--- config.mk ---
export PLATFORM = sky130hd
export DESIGN_NAME = uart_word_packer
export DESIGN_NICKNAME = d
export VERILOG_FILES = /design/src/rtl/disp_pkg.sv /design/src/rtl/pack_timer.sv /design/src/rtl/uart_word_packer.sv
export SDC_FILE = /design/constraint.sdc
export NUM_CORES = 1
export LEC_CHECK = 0
export CAP_MARGIN = 20
export CORE_AREA = 2 2 87 89
export CTS_BUF_LIST = sky130_fd_sc_hd__clkbuf_8
export DETAILED_ROUTE_END_ITERATION = 8
export DIE_AREA = 0 0 89 91
export DONT_BUFFER_PORTS = 1
export MAX_ROUTING_LAYER = met4
export PLACE_DENSITY_LB_ADDON = 0.08
export SETUP_SLACK_MARGIN = 0.3
export SLEW_MARGIN = 20
export SYNTH_ARGS = -nofsm -noshare
export SYNTH_HDL_FRONTEND = slang
export SYNTH_SLANG_ARGS = --single-unit
--- constraint.sdc ---
create_clock -name clk -period 2.5 [get_ports clk]
set_input_delay 0.375 -clock clk [delete_from_list [all_inputs] [get_ports clk]]
set_output_delay 0.375 -clock clk [all_outputs]
set_load 0.05 [all_outputs]
--- src/rtl/disp_pkg.sv ---
// Shared definitions for the UART word packer and its display path:
// packer state encoding, word geometry and the default inter-byte timeout.
package disp_pkg;

    typedef enum logic {
        IDLE    = 1'b0,
        COLLECT = 1'b1
    } state_t;

    localparam int unsigned WORD_BYTES          = 4;
    localparam int unsigned BYTE_W              = 8;
    localparam int unsigned BYTE_CNT_W          = $clog2(WORD_BYTES);
    localparam int unsigned PART_W              = (WORD_BYTES - 1) * BYTE_W;
    localparam int unsigned TIMEOUT_CYC_DEFAULT = 1000000;
    localparam int unsigned TIMER_W             = 24;

endpackage

--- src/rtl/pack_timer.sv ---
// Inter-byte timeout counter for the UART word packer.
// Counts cycles while run=1 and restart=0; expired is a registered flag that
// is high during the cycle in which the count equals TIMEOUT_CYC-1.
// Ports:
//   clk     - system clock, rising edge
//   rst     - asynchronous active-low reset
//   run     - packer is collecting a partial word
//   restart - byte accepted or clear; count returns to 0
//   expired - count has reached TIMEOUT_CYC-1 this cycle
module pack_timer
    import disp_pkg::*;
#(
    parameter int unsigned TIMEOUT_CYC = TIMEOUT_CYC_DEFAULT
) (
    input  logic clk,
    input  logic rst,
    input  logic run,
    input  logic restart,
    output logic expired
);

    localparam logic [TIMER_W-1:0] LAST = TIMER_W'(TIMEOUT_CYC - 1);

    logic [TIMER_W-1:0] count;

    // expired is precomputed from the next count so it stays a flop output;
    // an expiry cycle also returns the count to 0 since the packer goes idle.
    always_ff @(posedge clk or negedge rst) begin
        if (!rst) begin
            count   <= '0;
            expired <= 1'b0;
        end else if (!run || restart || expired) begin
            count   <= '0;
            expired <= 1'b0;
        end else begin
            count   <= count + TIMER_W'(1);
            expired <= ((count + TIMER_W'(1)) == LAST);
        end
    end

endmodule

--- src/rtl/uart_word_packer.sv ---
// Packs a stream of UART bytes big-endian into 32-bit words for the
// 7-segment display driver. Partial bytes are held internally; disp_data only
// changes when a fourth byte completes a word.
// Optional feature: define UART_WORD_PACKER_TIMEOUT_EN to discard a partial
// word after TIMEOUT_CYC idle cycles and raise the sticky err_timeout flag.
// Ports:
//   clk         - system clock, rising edge
//   rst         - asynchronous active-low reset
//   rx_data     - received UART byte
//   rx_valid    - one-cycle strobe qualifying rx_data
//   clear       - synchronous discard of partial word and error flag
//   disp_data   - last complete word
//   word_valid  - one-cycle pulse, new word on disp_data
//   byte_cnt    - bytes held in the partial word
//   err_timeout - sticky, partial word discarded by timeout
module uart_word_packer
    import disp_pkg::*;
#(
    parameter int unsigned TIMEOUT_CYC = TIMEOUT_CYC_DEFAULT
) (
    input  logic        clk,
    input  logic        rst,
    input  logic [7:0]  rx_data,
    input  logic        rx_valid,
    input  logic        clear,
    output logic [31:0] disp_data,
    output logic        word_valid,
    output logic [1:0]  byte_cnt,
    output logic        err_timeout
);

    localparam logic [BYTE_CNT_W-1:0] LAST_IDX = BYTE_CNT_W'(WORD_BYTES - 1);

    // Elaboration-time range check on the timeout parameter.
    if ((TIMEOUT_CYC < 2) || (TIMEOUT_CYC > 32'h00FF_FFFF)) begin : g_bad_timeout
        $error("uart_word_packer: TIMEOUT_CYC out of range 2..2^24-1");
    end

    state_t            state;
    logic [PART_W-1:0] partial;

`ifdef UART_WORD_PACKER_TIMEOUT_EN
    logic err_q;
    logic expired;

    pack_timer #(
        .TIMEOUT_CYC (TIMEOUT_CYC)
    ) u_timer (
        .clk     (clk),
        .rst     (rst),
        .run     (state == COLLECT),
        .restart (clear | rx_valid),
        .expired (expired)
    );

    assign err_timeout = err_q;
`else
    assign err_timeout = 1'b0;
`endif

    // Priority: clear > rx_valid > timeout expiry.
    always_ff @(posedge clk or negedge rst) begin
        if (!rst) begin
            state      <= IDLE;
            partial    <= '0;
            disp_data  <= '0;
            word_valid <= 1'b0;
            byte_cnt   <= '0;
`ifdef UART_WORD_PACKER_TIMEOUT_EN
            err_q      <= 1'b0;
`endif
        end else begin
            word_valid <= 1'b0;
            if (clear) begin
                state    <= IDLE;
                byte_cnt <= '0;
`ifdef UART_WORD_PACKER_TIMEOUT_EN
                err_q    <= 1'b0;
`endif
            end else if (rx_valid) begin
                if (byte_cnt == LAST_IDX) begin
                    disp_data  <= {partial, rx_data};
                    word_valid <= 1'b1;
                    byte_cnt   <= '0;
                    state      <= IDLE;
                end else begin
                    // Earlier bytes shift toward the MSBs, giving big-endian order.
                    partial  <= {partial[PART_W-BYTE_W-1:0], rx_data};
                    byte_cnt <= byte_cnt + BYTE_CNT_W'(1);
                    state    <= COLLECT;
                end
            end
`ifdef UART_WORD_PACKER_TIMEOUT_EN
            else if (expired) begin
                state    <= IDLE;
                byte_cnt <= '0;
                err_q    <= 1'b1;
            end
`endif
        end
    end

endmodule

==> results of run 1 <==
## state kept, by name, summed over array words and instances, names as in the netlist
register,count
disp_data,32
byte_cnt,2
word_valid,1
partial,24
## power breakdown
group / leakage [uW] / switching, uW / internal, uW / total (uW)
registers: 0.000756 / 561 / 1170 / 1730
clock network: 0.0000994 / 338 / 428 / 767
logic: 0.000357 / 83.4 / 176 / 260
total: 0.00121 / 983 / 1770 / 2750
## cells by family (layout without fill, tap and decap cells)
group | Yosys count | after routing
muxes | 57 | 57
and+or+nand+nor | 4 | 4
other | 1 | 1
buffers and inverters | 7 | 21
DFF | 59 | 59
adders and majority gates | 1 | 1
xor gates and xnor gates | 1 | 1
## Yosys cell counts, drive strengths merged
cell type and count:
mux2 56, buf 6, conb 1, xnor2 1, dfrtp 59, nor3b 1, ha 1, nand3b 1
nor2 2, inv 1, mux2i 1
## final cells by class
class	instances	area, um2	share of cell area [%]
Clock buffer	12	165	6.45
Clock inverter	3	13.8	0.538
Inverter	1	3.75	0.147
Multi-Input combinational cell	64	703	27.5
Sequential cell	59	1480	57.7
Tap cell	99	124	4.84
Timing Repair Buffer	5	72.6	2.84
## cell usage in the layout (no fill, tap or decap)
| master | synthesis | routed |
|---|---|---|
| dfrtp_1 | 59 | 59 |
| mux2_2 | 55 | 55 |
| clkbuf_8 | 0 | 12 |
| inv_1 | 1 | 2 |
| nor2_1 | 2 | 2 |
| clkinv_2 | 0 | 2 |
| buf_4 | 1 | 2 |
| nand3b_2 | 1 | 1 |
| xnor2_1 | 1 | 1 |
| nor3b_4 | 1 | 1 |
| mux2_1 | 1 | 1 |
| mux2i_1 | 1 | 1 |
| ha_1 | 1 | 1 |
| conb_1 | 1 | 1 |
| buf_16 | 0 | 1 |
| dlygate4sd3_1 | 0 | 1 |
| buf_12 | 0 | 1 |
## metal layers
| layer | vias up | routed length, um | track usage (%) |
|---|---|---|---|
| li1 | 476 | - | - |
| met1 | 574 | 1650 | 13.1 |
| met2 | 30 | 1770 | 14.2 |
| met3 | 2 | 271 | 6.00 |
| met4 | 0 | 27 | 4.48 |
| met5 | - | 0 | - |
## metrics by stage
| stage | cells | hold WS (ns) | util, % |
|---|---|---|---|
| 3_5_place_dp | 226 | 0.0819 | 32.8 |
| 4_1_cts | 243 | 0.0960 | 35.9 |
| 6_report | 243 | 0.116 | 35.9 |
| 2_1_floorplan | 130 | 0.0794 | - |
| 5_1_grt | 243 | 0.0944 | 35.9 |
| 3_3_place_gp | 226 | 0.0820 | 32.8 |
## critical path, stage by stage (launching register included)
cell,delay (ns)
dfrtp_1,0.68
ha_1,0.32
nand3b_2,0.34
buf_12,0.30
mux2_2,0.28
## timing repair
item                                   in CTS  in global routing
setup endpoints to repair                   0                  0
hold buffers                                2                  0
setup buffers                               0                  0
endpoints found under the hold margin      59                  0
## worst max-delay path by stage
stage | slack [ns] | to | startpoint
after floorplan | 0.66 | partial[4]$_DFFE_PN0P_ | byte_cnt[0]$_DFFE_PN0P_
after global placement | 0.50 | disp_data[12]$_DFFE_PN0P_ | byte_cnt[0]$_DFFE_PN0P_
after detailed placement | 0.44 | disp_data[4]$_DFFE_PN0P_ | byte_cnt[0]$_DFFE_PN0P_
after CTS | 0.43 | disp_data[4]$_DFFE_PN0P_ | byte_cnt[0]$_DFFE_PN0P_
after global routing | 0.35 | disp_data[12]$_DFFE_PN0P_ | byte_cnt[0]$_DFFE_PN0P_
final | 0.46 | disp_data[28]$_DFFE_PN0P_ | byte_cnt[0]$_DFFE_PN0P_
==> results.json, run 1 <==
{
  "ys_seq_elements": 59,
  "holdPathStages": 1,
  "cts_sinks": 59,
  "place.gp.congestion": 0.696,
  "wl_per_cell_um": 15.3,
  "antenna_left": 0,
  "path_class": "flip-flop to flip-flop",
  "clk_pin_slew_worst_paths_ns": 0.06,
  "die_x_um": 89,
  "r2r_setup_slack_ns": 0.46,
  "hp-start": "clear",
  "finalNetCount": 153,
  "clockBufferDepth": 2,
  "synthAdderAreaFrac_pct": 0.557,
  "syn2layout_area_growth_pct": 13.9,
  "grtUsageTotal_pct": 10.6,
  "fillers": 703,
  "syn_area_um2": 2250,
  "regToRegStartpoint": "byte_cnt[0]$_DFFE_PN0P_",
  "status": "finished clean",
  "antenna_found_initial": 0,
  "total_power_uw": 2750,
  "min_path_type": "input pin to flip-flop",
  "crit_required_ns": 2.70,
  "fin_skew_ns": 0.00755,
  "ios": 48,
  "tightest_slew_ns": 0.536,
  "cts_tree": "built",
  "synth_cell_types": 13,
  "synth_nets": 143,
  "vias_per_cell": 4.45,
  "routed_wl_mm": 3.72,
  "cp_max_fo": 21,
  "leakage_uw": 0.00121,
  "maxCapViolCount": 0,
  "hold_violations": 0,
  "ys_seq_area_share_pct": 65.7,
  "synth_top_area_share_pct": 65.7,
  "reg2reg_to": "disp_data[28]$_DFFE_PN0P_",
  "placed_area_um2": 2340,
  "max_slew_margin_pct": 64.3,
  "drc": 0,
  "fmax_ghz": 0.491,
  "worstRegToRegCells": 4,
  "finalWorstSetupSlack_ns": 0.465,
  "ir_drop_v": 0.000364,
  "die-area_um2": 8100,
  "drv_slew": 0,
  "htreeDepth": 3,
  "final_area_um2": 2560,
  "yosys.area.top_type": "dfrtp_1",
  "post-place-ws_ns": 0.440,
  "placementRows": 31,
  "die_h_um": 91,
  "critPathLaunchType": "flip-flop",
  "rsz0062_at_grt": "false",
  "synth_top_family_by_area": "multiplexers",
  "power.density_nw_per_um2": 1080,
  "gr-total-overflow": 0,
  "initial_core_util_pct": 31.5,
  "clkLatencyLatePin_ns": 0.32,
  "worstPathArrival_ns": 2.24,
  "drive_gt1_share_pct": 52.1,
  "root_buffer": "clkbuf_8",
  "coreArea_um2": 7140,
  "synthMuxAreaShare_pct": 28.5,
  "synth_compound_area_share_pct": 0,
  "synth-xor-area-share_pct": 0.390,
  "grt_pass1_wl_mm": 6.09,
  "synth.area.top_cells": "dfrtp_1 66%, mux2_2 28%, buf_6 2.5%",
  "syn_avg_cell_area_um2": 17.3,
  "syn_inst": 130,
  "cts.repair.resized": 0,
  "holdPathEnd": "byte_cnt[1]$_DFFE_PN0P_",
  "diodes": 0,
  "dr.pass1.iters": 4,
  "portBuffers": 0,
  "dp_hpwl_mm": 2.44,
  "finalCritPeriodShare_pct": 81.4,
  "grt_pass1_vias": 1176,
  "tns_ns": 0,
  "layout_min_cycle_time_ns": 2.04,
  "vias": 1082,
  "cts_made_buffers": 9,
  "grt_max_degree": 60,
  "drtIter0Drc": 51,
  "setup_violations": 0,
  "end_kind": "flip-flop",
  "yosys.area_share.simple_pct": 1.67,
  "yosysWarnings": 0
}
Power figures use the tool's default switching activity.
==> inputs of run 2 (changes only) <==
==> constraint.sdc (replaced) <==
create_clock -name clk -period 2 [get_ports clk]
set_input_delay 0.3 -clock clk [delete_from_list [all_inputs] [get_ports clk]]
set_output_delay 0.3 -clock clk [all_outputs]
set_load 0.05 [all_outputs]
==> results.json, run 2 (synthesis results as in run 1) <==
{
  "place.gp.congestion": 0.677,
  "syn2layout_area_growth_pct": 15.6,
  "vias_per_cell": 4.33,
  "antenna_left": 0,
  "leakage_uw": 0.00121,
  "finalCritPeriodShare_pct": 83.2,
  "use_met1_pct": 12.7,
  "grt_pass1_wl_mm": 6.04,
  "met2_usage_pct": 14.4,
  "switching_share_pct": 34.8,
  "grtUsageTotal_pct": 10.4,
  "finish.cell_count_without_fillers": 244,
  "end_kind": "flip-flop",
  "max_slew_margin_pct": 66.2,
  "largest_register": "disp_data",
  "cts_sinks": 59,
  "coreArea_um2": 7140,
  "gr-total-overflow": 0,
  "crit_start": "byte_cnt[0]$_DFFE_PN0P_",
  "cp_max_fo": 14,
  "initial_core_util_pct": 31.5,
  "clockPowerShare_pct": 29.3,
  "drc": 0,
  "regToRegStartpoint": "byte_cnt[0]$_DFFE_PN0P_",
  "diodes": 0,
  "placed_area_um2": 2350,
  "layout_min_cycle_time_ns": 1.66,
  "mostFrequentLayoutCells": "57 x dfrtp_1, 55 x mux2_2, 14 x clkbuf_8, 3 x buf_6",
  "rsz0062_at_grt": "true",
  "hold_violations": 0,
  "largest_reg_flops": 32,
  "power.net_switching_uw": 1220,
  "pwr-share-seq_pct": 61.5,
  "dr.pass1.iters": 2,
  "antenna_found_initial": 0,
  "grt_max_degree": 60,
  "ir_drop_v": 0.000445,
  "final_common_cell": "dfrtp_1",
  "dp_hpwl_mm": 2.41,
  "internal-power_uw": 2290,
  "grt_pass1_vias": 1183,
  "placed_cells": 227,
  "final_area_um2": 2600,
  "fin_skew_ns": 0.00413,
  "critPathLaunchType": "flip-flop",
  "path_class": "flip-flop to flip-flop",
  "ios": 48,
  "tns_ns": 0,
  "hp-start": "clear",
  "drtIter0Drc": 36,
  "die_h_um": 91,
  "finalNetCount": 154,
  "worstPathArrival_ns": 1.87,
  "root_buffer": "clkbuf_8",
  "status": "finished clean",
  "cts_tree": "built",
  "placementRows": 31,
  "die_x_um": 89,
  "die-area_um2": 8100,
  "vias": 1056,
  "reg.largest.list": "disp_data x32, partial x24, byte_cnt x2",
  "maxCapViolCount": 0,
  "fmax_ghz": 0.601,
  "portBuffers": 0,
  "clkLatencyLatePin_ns": 0.32,
  "clockBufferDepth": 2,
  "share_comb_of_total_power_pct": 9.3,
  "drv_slew": 0,
  "grt_use_met3_pct": 4.45,
  "post_cts_buffers": 0,
  "drive_gt1_share_pct": 55.2,
  "tightest_slew_ns": 0.507,
  "setup_violations": 0,
  "cts_made_buffers": 9,
  "crit_required_ns": 2.21,
  "htreeDepth": 3,
  "min_path_type": "input pin to flip-flop",
  "wl_per_cell_um": 14.7,
  "routed_wl_mm": 3.58,
  "top_usage_layer": "met2",
  "clk_pin_slew_worst_paths_ns": 0.06,
  "power.density_nw_per_um2": 1350
}
-- run 2: cell count changes in the layout (fill, tap and decap cells not counted), sizes merged --
cell	before	now
clkinv	2	1
buf	4	5
inv	2	1
clkbuf	12	14
-- run 2: final cells by class --
cell class | instances | area, um2
Multi-Input combinational cell | 64 | 716
Sequential cell | 59 | 1480
Inverter | 1 | 3.75
Tap cell | 99 | 124
Fill cell | 709 | 4540
Timing Repair Buffer | 6 | 78.8
Clock inverter | 1 | 5.00
Clock buffer | 14 | 193
-- run 2: worst paths after layout --
kind / end / slack, ns / cells past startpoint
setup / recovery: partial[15]$_DFFE_PN0P_ / 0.34 / 4
hold / removal: byte_cnt[1]$_DFFE_PN0P_ / 0.03 / 1
setup reg to reg: partial[15]$_DFFE_PN0P_ / 0.34 / 4
hold reg to reg: disp_data[28]$_DFFE_PN0P_ / 0.50 / 1
max in group asynchronous: byte_cnt[0]$_DFFE_PN0P_ / 1.24 / 2
min in group asynchronous: disp_data[26]$_DFFE_PN0P_ / 0.50 / 2
-- run 2: metal layers --
metal / part of all wire (%) / up-vias
li1: - / 476
met1: 45 / 539
met2: 46 / 35
met3: 6.9 / 6
met4: 1.8 / 0
met5: 0 / -
-- run 2: power groups by stage --
stage	logic (uW)	registers (uW)	clock network (uW)
5_1_grt	362	2200	1140
4_1_cts	334	2170	1070
6_report	325	2160	1030
3_5_place_dp	298	2190	0
3_3_place_gp	284	2190	0
2_1_floorplan	277	2120	0
-- run 2: through the flow --
| stage | power, uW | setup slack, ns | hold slack (ns) | utilization, % |
|---|---|---|---|---|
| 6_report | 3510 | 0.337 | 0.0304 | 36.4 |
| 4_1_cts | 3570 | 0.311 | 0.00669 | 36.3 |
| 5_1_grt | 3710 | 0.279 | 0.00592 | 36.4 |
| 2_1_floorplan | 2400 | 0.318 | 0.00441 | - |
| 3_5_place_dp | 2490 | 0.306 | 0.00592 | 33.0 |
| 3_3_place_gp | 2470 | 0.344 | 0.00595 | 33.0 |
-- run 2: critical path: stages, from the launching register on --
cell and delay (ns):
dfrtp_2 0.54, ha_4 0.23, nor3b_4 0.22, buf_6 0.21, mux2_2 0.35
-- run 2: timing repair --
action	4_1_cts	5_1_grt
hold buffers	2	0
gates cloned	0	0
hold endpoints to repair	59	0
setup endpoints to repair	2	14
gates resized for setup	1	2
